$ cat src/rtl/ksa_pkg.sv
// ksa_pkg
//   Shared definitions for the key-search datapath.
//   - chk_state_e : result_ram_checker FSM states (IDLE, ISSUE, CHECK, DONE)
//   - CHAR_*      : bounds of the accepted plaintext alphabet (lowercase letters and space)
//   - MSG_DEPTH   : number of plaintext bytes held in the result RAM
//   - is_msg_char : helper that tells whether a byte belongs to the accepted alphabet
package ksa_pkg;

  typedef enum logic [1:0] {
    IDLE  = 2'd0,
    ISSUE = 2'd1,
    CHECK = 2'd2,
    DONE  = 2'd3
  } chk_state_e;

  localparam logic [7:0] CHAR_SPACE = 8'h20;
  localparam logic [7:0] CHAR_LOW_A = 8'h61;
  localparam logic [7:0] CHAR_LOW_Z = 8'h7A;
  localparam int         MSG_DEPTH  = 32;

  function automatic logic is_msg_char(input logic [7:0] c);
    return (c == CHAR_SPACE) || ((c >= CHAR_LOW_A) && (c <= CHAR_LOW_Z));
  endfunction

endpackage

$ cat src/rtl/char_validator.sv
// char_validator
//   Combinational check of one plaintext byte. Shared between the result RAM
//   checker and the key-search controller.
//   Ports:
//     char_in  in  DATA_W  byte under test
//     is_valid out 1       1 when char_in is a lowercase ASCII letter or a space
//   Any value wider than 8 bits whose upper bits are non-zero is invalid.
module char_validator
  import ksa_pkg::*;
#(
  parameter int DATA_W = 8
) (
  input  logic [DATA_W-1:0] char_in,
  output logic              is_valid
);

  logic [7:0] low_byte;
  logic       upper_zero;

  generate
    if (DATA_W > 8) begin : g_wide
      assign upper_zero = (char_in[DATA_W-1:8] == '0);
      assign low_byte   = char_in[7:0];
    end else begin : g_narrow
      assign upper_zero = 1'b1;
      assign low_byte   = 8'(char_in);
    end
  endgenerate

  assign is_valid = upper_zero && is_msg_char(low_byte);

endmodule

$ cat config.mk
export PLATFORM = sky130hd
export DESIGN_NAME = char_validator
export DESIGN_NICKNAME = d
export VERILOG_FILES = /design/src/rtl/ksa_pkg.sv /design/src/rtl/char_validator.sv
export SDC_FILE = /design/constraint.sdc
export NUM_CORES = 1
export LEC_CHECK = 0
export ABC_CLOCK_PERIOD_IN_PS = 1500
export CAP_MARGIN = 0
export CORE_AREA = 2 2 39 41
export DETAILED_ROUTE_END_ITERATION = 10
export DIE_AREA = 0 0 41 43
export PLACE_DENSITY_LB_ADDON = 0.1
export SLEW_MARGIN = 20
export SYNTH_ARGS = -nofsm -noshare
export SYNTH_HDL_FRONTEND = slang
export SYNTH_SLANG_ARGS = --single-unit
export TNS_END_PERCENT = 100
$ cat constraint.sdc
create_clock -name vclk -period 1.5
set_input_delay 0.3 -clock vclk [all_inputs]
set_output_delay 0.3 -clock vclk [all_outputs]
set_load 0.05 [all_outputs]
==> impl_metrics.json, run 1 <==
{
  "wire_per_inst_um": 7.24,
  "relSlewSlack_pct": 88.1,
  "die_h_um": 43,
  "nFillCells": 158,
  "syn_to_final_growth_pct": 241,
  "required_ns": 1.20,
  "vias": 104,
  "via_per_inst": 3.06,
  "start_util_pct": 4.16,
  "muxShareOfSynthArea_pct": 0,
  "grt-ovfl-total": 0,
  "regArea_um2": 0,
  "setup_viol": 0,
  "cp_max_fo": 2,
  "synth_simple_gate_area_share_pct": 71.7,
  "seq_cell_count": 0,
  "startpoint_type": "primary input",
  "min_to": "is_valid",
  "synth-xor-area-share_pct": 0,
  "final_cell_area_um2": 196,
  "fmax_mhz": 691,
  "nets": 28,
  "p_leak_nw": 0.0747,
  "place_congestion": 0.506,
  "clock_buffers": 0,
  "avgSynthCellArea_um2": 6.40,
  "diodes": 0,
  "hp-class": "primary input to output port",
  "place_area_um2": 184,
  "worst_pin_slew_ns": 0.179,
  "utilization_pct": 14.2,
  "final_max_slew_viol_count": 0,
  "ys_warn_count": 0,
  "finalCritPeriodShare_pct": 96.5,
  "antenna_found_initial": 0,
  "holdWs_ns": 1.12,
  "core_area_mm2": 0.00138,
  "synth.top_cell.area_share_pct": 34.8,
  "route.detailed.drc": 0,
  "die_area_mm2": 0.00176,
  "slowest_delay_ns": 0.26,
  "grt_max_degree": 4,
  "synth_top_family_by_area": "simple AND/OR/NAND/NOR gates",
  "hold_depth": 5,
  "row_count": 14,
  "slowest_stage": "dlygate4sd2_1",
  "drive_gt1_share_pct": 66.7,
  "dp_cells": 34,
  "synth_nets": 17,
  "rsz0062_at_grt": "false",
  "wirelength_um": 246,
  "post-cts-setup-buffers": 0,
  "drt_pass1_iterations": 1,
  "end_kind": "output port",
  "ys_types": 8,
  "powerDensity_mw_per_mm2": 222,
  "grt_pass1_vias": 103,
  "synth-adder-area-share_pct": 0,
  "min-delay-start": "char_in[0]",
  "vdd_ir_drop_max_mv": 0.0661,
  "crit_arrival_ns": 1.15,
  "grt_usage_pct": 2.90,
  "antenna_left": 0,
  "grt_pass1_wl_um": 386,
  "critPathKind": "primary input to output port",
  "synth_compound_area_share_pct": 28.3,
  "yosysMostFrequentCell": "nor3_2",
  "io_buffers": 9,
  "worstPathCellList": "dlygate4sd2_1 > a21oi_2 > o22ai_2 > nor3_4 > buf_12",
  "fin_crit_ns": 1.45,
  "dp_hpwl_um": 209,
  "io_pins": 9,
  "synthCells": 9,
  "synth_top_cell_by_area": "nor3_2",
  "instances_no_fill": 34,
  "finalHoldViolations": 0,
  "synth.cell_area_um2": 57.6,
  "maxCapViolCount": 0,
  "die-width_um": 41,
  "synth_area_leaders": "nor3_2, and3_2, nor2b_1, o22ai_1, a21oi_1",
  "drtIter0Drc": 0,
  "ys_seq_area_share_pct": 0,
  "total_power_mw": 0.0437,
  "status": "complete, no violations"
}
-- where the power goes --
part | internal [mW] | leakage, nW | switching, mW
Sequential | 0 | 0 | 0
Combinational | 0.0225 | 0.0747 | 0.0212
Clock | 0 | 0 | 0
Total | 0.0225 | 0.0747 | 0.0212
-- per-layer routing --
metal  wire length [um]  GRT usage, %  vias up
li1                   -             -       54
met1                114          4.44       41
met2                 78          4.38        9
met3                 53         0.524        0
met4                  0             0        0
met5                  0             0        -
-- cells in the final DEF (no fill, tap or decap) --
| master | count |
|---|---|
| buf_12 | 1 |
| dlygate4sd2_1 | 5 |
| clkbuf_2 | 1 |
| nand2_1 | 1 |
| and3_4 | 1 |
| o21ai_2 | 1 |
| nor3_4 | 2 |
| nor2_2 | 1 |
| nor2b_4 | 1 |
| a21oi_2 | 1 |
| o22ai_2 | 1 |
| buf_2 | 2 |
-- timing repair --
| action | in CTS | in global routing |
|---|---|---|
| gates resized for setup | 20 | 5 |
| pin swaps | 3 | 3 |
| endpoints found under the setup margin | 1 | 1 |
| hold buffers | 0 | 0 |
-- critical path, delay by kind of cell --
family / cells / cell delay [ns]
buf+inv: 2 / 0.42
simple gates: 1 / 0.22
compound gates: 2 / 0.21
-- worst max-delay path by stage --
stage          startpoint  endpoint  slack [ns]
2_1_floorplan  char_in[1]  is_valid        0.12
3_3_place_gp   char_in[1]  is_valid       -0.26
3_5_place_dp   char_in[1]  is_valid       -0.27
4_1_cts        char_in[4]  is_valid      0.0003
5_1_grt        char_in[2]  is_valid        0.02
6_report       char_in[2]  is_valid        0.05
-- through the flow --
| stage | setup TNS [ns] | setup slack (ns) |
|---|---|---|
| after floorplan | 0 | 0.124 |
| after global placement | -0.257 | -0.257 |
| final | 0 | 0.0530 |
| after CTS | 0 | 0.000255 |
| after global routing | 0 | 0.0184 |
| after detailed placement | -0.273 | -0.273 |
-- final cells by class --
class	count	area, um^2	area share (%)
Multi-Input combinational cell	9	97.6	49.7
Timing Repair Buffer	9	78.8	40.1
Tap cell	16	20.0	10.2
-- cell families (layout without fill, tap and decap cells) --
family | Yosys count | in the layout
AOI/OAI and AO/OA | 3 | 3
buffers and inverters | 0 | 9
and+or+nand+nor | 6 | 6
No activity file was read; power rests on OpenSTA's default activity.
==> inputs of run 2 (changes only) <==
--- a/config.mk
+++ b/config.mk
@@ -5,7 +5,7 @@
 export SDC_FILE = /design/constraint.sdc
 export NUM_CORES = 1
 export LEC_CHECK = 0
-export ABC_CLOCK_PERIOD_IN_PS = 1500
+export ABC_CLOCK_PERIOD_IN_PS = 1690
 export CAP_MARGIN = 0
 export CORE_AREA = 2 2 39 41
 export DETAILED_ROUTE_END_ITERATION = 10
==> constraint.sdc (replaced) <==
create_clock -name vclk -period 1.69
set_input_delay 0.338 -clock vclk [all_inputs]
set_output_delay 0.338 -clock vclk [all_outputs]
set_load 0.05 [all_outputs]
==> impl_metrics.json, run 2 (same netlist as run 1, synthesis figures left out) <==
{
  "regArea_um2": 0,
  "grt_max_degree": 4,
  "holdWs_ns": 1.08,
  "p_leak_nw": 0.0806,
  "p_switching_mw": 0.0152,
  "final_max_slew_viol_count": 0,
  "syn_to_final_growth_pct": 220,
  "grt-ovfl-total": 0,
  "p_seq_share_pct": 0,
  "p_int_mw": 0.0185,
  "cp_max_fo": 2,
  "clockPowerShare_pct": 0,
  "row_count": 14,
  "hold_buffers": 0,
  "maxCapViolCount": 0,
  "io_pins": 9,
  "start_util_pct": 4.16,
  "worst_pin_slew_ns": 0.290,
  "place_congestion": 0.471,
  "hold_depth": 5,
  "drive_gt1_share_pct": 33.3,
  "end_kind": "output port",
  "seq_cell_count": 0,
  "crit_arrival_ns": 1.28,
  "place_area_um2": 178,
  "die-width_um": 41,
  "fin_crit_ns": 1.62,
  "via_per_inst": 2.88,
  "powerDensity_mw_per_mm2": 183,
  "drt_pass1_iterations": 1,
  "final_common_cell": "dlygate4sd2_1",
  "relSlewSlack_pct": 80.7,
  "vdd_ir_drop_max_mv": 0.0368,
  "drtIter0Drc": 0,
  "io_buffers": 9,
  "wirelength_um": 275,
  "die_h_um": 43,
  "wire_per_inst_um": 8.09,
  "utilization_pct": 13.3,
  "core_area_mm2": 0.00138,
  "nets": 28,
  "critPathKind": "primary input to output port",
  "combPwrFrac_pct": 100.0,
  "finalHoldViolations": 0,
  "die_area_mm2": 0.00176,
  "fmax_mhz": 617,
  "diodes": 0,
  "hp-class": "primary input to output port",
  "final_cell_area_um2": 184,
  "grt_usage_pct": 2.70,
  "min_to": "is_valid",
  "vias": 98,
  "antenna_found_initial": 0,
  "antenna_left": 0,
  "finalCritPeriodShare_pct": 95.9,
  "grt_pass1_wl_um": 365,
  "required_ns": 1.35,
  "rsz0062_at_grt": "false",
  "route.detailed.drc": 0,
  "setup_viol": 0,
  "grt_pass1_vias": 97,
  "post-cts-setup-buffers": 0,
  "clock_buffers": 0,
  "min-delay-start": "char_in[7]",
  "switching_share_pct": 45.0,
  "status": "complete, no violations",
  "startpoint_type": "primary input"
}
[run 2: through the flow]
| stage | TNS [ns] | cells | setup slack, ns | total power [mW] |
|---|---|---|---|---|
| floorplan | 0 | 9 | 0.0694 | 0.0101 |
| global placement | -0.187 | 34 | -0.187 | 0.0367 |
| detailed placement | -0.186 | 34 | -0.186 | 0.0365 |
| CTS | 0 | 34 | 0.0441 | 0.0326 |
| global route | 0 | 34 | 0.00557 | 0.0367 |
| finish | 0 | 34 | 0.0693 | 0.0337 |
[run 2: cell type report]
class / instances / area, um^2
Multi-Input combinational cell: 9 / 70.1
Tap cell: 16 / 20.0
Fill cell: 157 / 1200
Timing Repair Buffer: 9 / 93.8
[run 2: repair_timing]
item | 4_1_cts | 5_1_grt
resized for setup | 9 | 3
pin swaps | 1 | 1
setup endpoints to repair | 1 | 1
hold endpoints to repair | 0 | 0
[run 2: how the worst max path moves through the flow]
stage / to / cells past startpoint / slack (ns) / start
6_report: is_valid / 5 / 0.07 / char_in[1]
5_1_grt: is_valid / 5 / 0.006 / char_in[1]
4_1_cts: is_valid / 5 / 0.04 / char_in[1]
3_5_place_dp: is_valid / 5 / -0.19 / char_in[1]
3_3_place_gp: is_valid / 5 / -0.19 / char_in[1]
2_1_floorplan: is_valid / 3 / 0.07 / char_in[1]
[run 2: power by group through the flow]
stage,Sequential [mW],Clock (mW),Combinational [mW]
after floorplan,0,0,0.0101
after detailed placement,0,0,0.0365
final,0,0,0.0337
after CTS,0,0,0.0326
after global placement,0,0,0.0367
after global routing,0,0,0.0367
[run 2: critical path: stages]
cell and delay (ns):
dlygate4sd2_1 0.25, nor3_2 0.18, o22ai_1 0.14, nor3_4 0.21
buf_12 0.16
[run 2: per-layer routing]
metal  vias up  wire [um]  track usage (%)
li1         52          -                -
met1        37        137             5.06
met2         9         82             3.13
met3         0         54            0.524
met4         0          0                0
met5         -          0                0
==> inputs of run 3 (changes only) <==
--- a/config.mk
+++ b/config.mk
@@ -5,7 +5,7 @@
 export SDC_FILE = /design/constraint.sdc
 export NUM_CORES = 1
 export LEC_CHECK = 0
-export ABC_CLOCK_PERIOD_IN_PS = 1690
+export ABC_CLOCK_PERIOD_IN_PS = 1900
 export CAP_MARGIN = 0
 export CORE_AREA = 2 2 39 41
 export DETAILED_ROUTE_END_ITERATION = 10
==> constraint.sdc (replaced) <==
create_clock -name vclk -period 1.9
set_input_delay 0.38 -clock vclk [all_inputs]
set_output_delay 0.38 -clock vclk [all_outputs]
set_load 0.05 [all_outputs]
==> impl_metrics.json, run 3 (same netlist as run 1, synthesis figures left out) <==
{
  "worstPathCellList": "clkdlybuf4s50_1 > o21ai_1 > nor3_4 > buf_12",
  "clock_buffers": 0,
  "die-width_um": 41,
  "final_max_slew_viol_count": 0,
  "slowest_delay_ns": 0.52,
  "grt_pass1_wl_um": 358,
  "diodes": 0,
  "final.setup.tns_ns": 0,
  "drive_gt1_share_pct": 27.8,
  "post-cts-setup-buffers": 0,
  "combPwrFrac_pct": 100.0,
  "fin_crit_ns": 1.79,
  "powerDensity_mw_per_mm2": 170,
  "switching_share_pct": 42.5,
  "wire_per_inst_um": 8.50,
  "p_switching_mw": 0.0134,
  "place_congestion": 0.484,
  "start_util_pct": 4.16,
  "via_per_inst": 3.12,
  "grt_usage_pct": 2.80,
  "total_power_mw": 0.0317,
  "required_ns": 1.52,
  "setup_viol": 0,
  "drtIter0Drc": 0,
  "min-delay-start": "char_in[5]",
  "grt_pass1_vias": 98,
  "antenna_found_initial": 0,
  "slowest_stage": "clkdlybuf4s50_1",
  "rsz0062_at_grt": "false",
  "hold_buffers": 0,
  "die_h_um": 43,
  "nFillCells": 163,
  "hold_depth": 5,
  "syn_to_final_growth_pct": 224,
  "finalHoldViolations": 0,
  "utilization_pct": 13.5,
  "antenna_left": 0,
  "worst_pin_slew_ns": 0.208,
  "grt-ovfl-total": 0,
  "maxCapViolCount": 0,
  "route.detailed.drc": 0,
  "cp_max_fo": 3,
  "status": "complete, no violations",
  "core_area_mm2": 0.00138,
  "startpoint_type": "primary input",
  "hp-class": "primary input to output port",
  "regArea_um2": 0,
  "final_common_cell": "dlygate4sd2_1",
  "relSlewSlack_pct": 86.1,
  "min_to": "is_valid",
  "io_buffers": 9,
  "critPathKind": "primary input to output port",
  "fmax_mhz": 558,
  "row_count": 14,
  "wirelength_um": 289,
  "seq_cell_count": 0,
  "drt_pass1_iterations": 1,
  "crit_arrival_ns": 1.41,
  "io_pins": 9,
  "grt_max_degree": 4,
  "vdd_ir_drop_max_mv": 0.0296,
  "vias": 106,
  "p_leak_nw": 0.0785,
  "end_kind": "output port",
  "layout_common_cells": "dlygate4sd2_1, clkdlybuf4s50_1",
  "nets": 28,
  "finalCritPeriodShare_pct": 94.2,
  "die_area_mm2": 0.00176,
  "clockPowerShare_pct": 0,
  "p_seq_share_pct": 0,
  "p_int_mw": 0.0182
}
[run 3: cell count changes in the layout (fill, tap and decap cells not counted), sizes merged]
| cell | before | now |
|---|---|---|
| clkdlybuf4s50 | 0 | 2 |
| dlygate4sd2 | 7 | 5 |
[run 3: repair_timing]
action / in CTS / in global routing
endpoints found under the setup margin: 1 / 1
resized for setup: 7 / 2
pin swaps: 1 / 1
[run 3: power by group through the flow]
stage / combinational, mW / clock, mW / sequential (mW)
finish: 0.0317 / 0 / 0
global route: 0.0338 / 0 / 0
CTS: 0.0319 / 0 / 0
detailed placement: 0.0325 / 0 / 0
global placement: 0.0328 / 0 / 0
floorplan: 0.00898 / 0 / 0
[run 3: layer usage]
metal  vias to the layer above  wire length [um]  track usage [%]
met5                         -                 0                0
met2                         9                98             3.75
met4                         0                 0                0
met1                        45               122             4.13
met3                         0                69             1.57
li1                         52                 -                -
[run 3: cell type report]
type               instances  area (um^2)  share of cell area (%)
well taps                 16         20.0                    10.7
repair buffers             9         96.3                    51.7
multi-input cells          9         70.1                    37.6
[run 3: worst max-delay path, delay by kind of cell]
kind	cells	cell delay, ns
buf+inv	2	0.68
compound gates	1	0.12
simple gates	1	0.23
[run 3: worst max path at each step]
stage                    start  endpoint
detailed placement  char_in[1]  is_valid
global placement    char_in[1]  is_valid
CTS                 char_in[6]  is_valid
global route        char_in[6]  is_valid
finish              char_in[6]  is_valid
floorplan           char_in[1]  is_valid
[run 3: metrics by stage]
| step | cell area, um^2 | hold slack (ns) | worst slack (ns) | instances |
|---|---|---|---|---|
| floorplan | 57.6 | 0.986 | 0.195 | 9 |
| global placement | 178 | 1.57 | -0.0807 | 34 |
| detailed placement | 178 | 1.55 | -0.0814 | 34 |
| CTS | 184 | 1.41 | 0.0795 | 34 |
| global route | 186 | 1.36 | 0.0549 | 34 |
| finish | 186 | 1.32 | 0.109 | 34 |
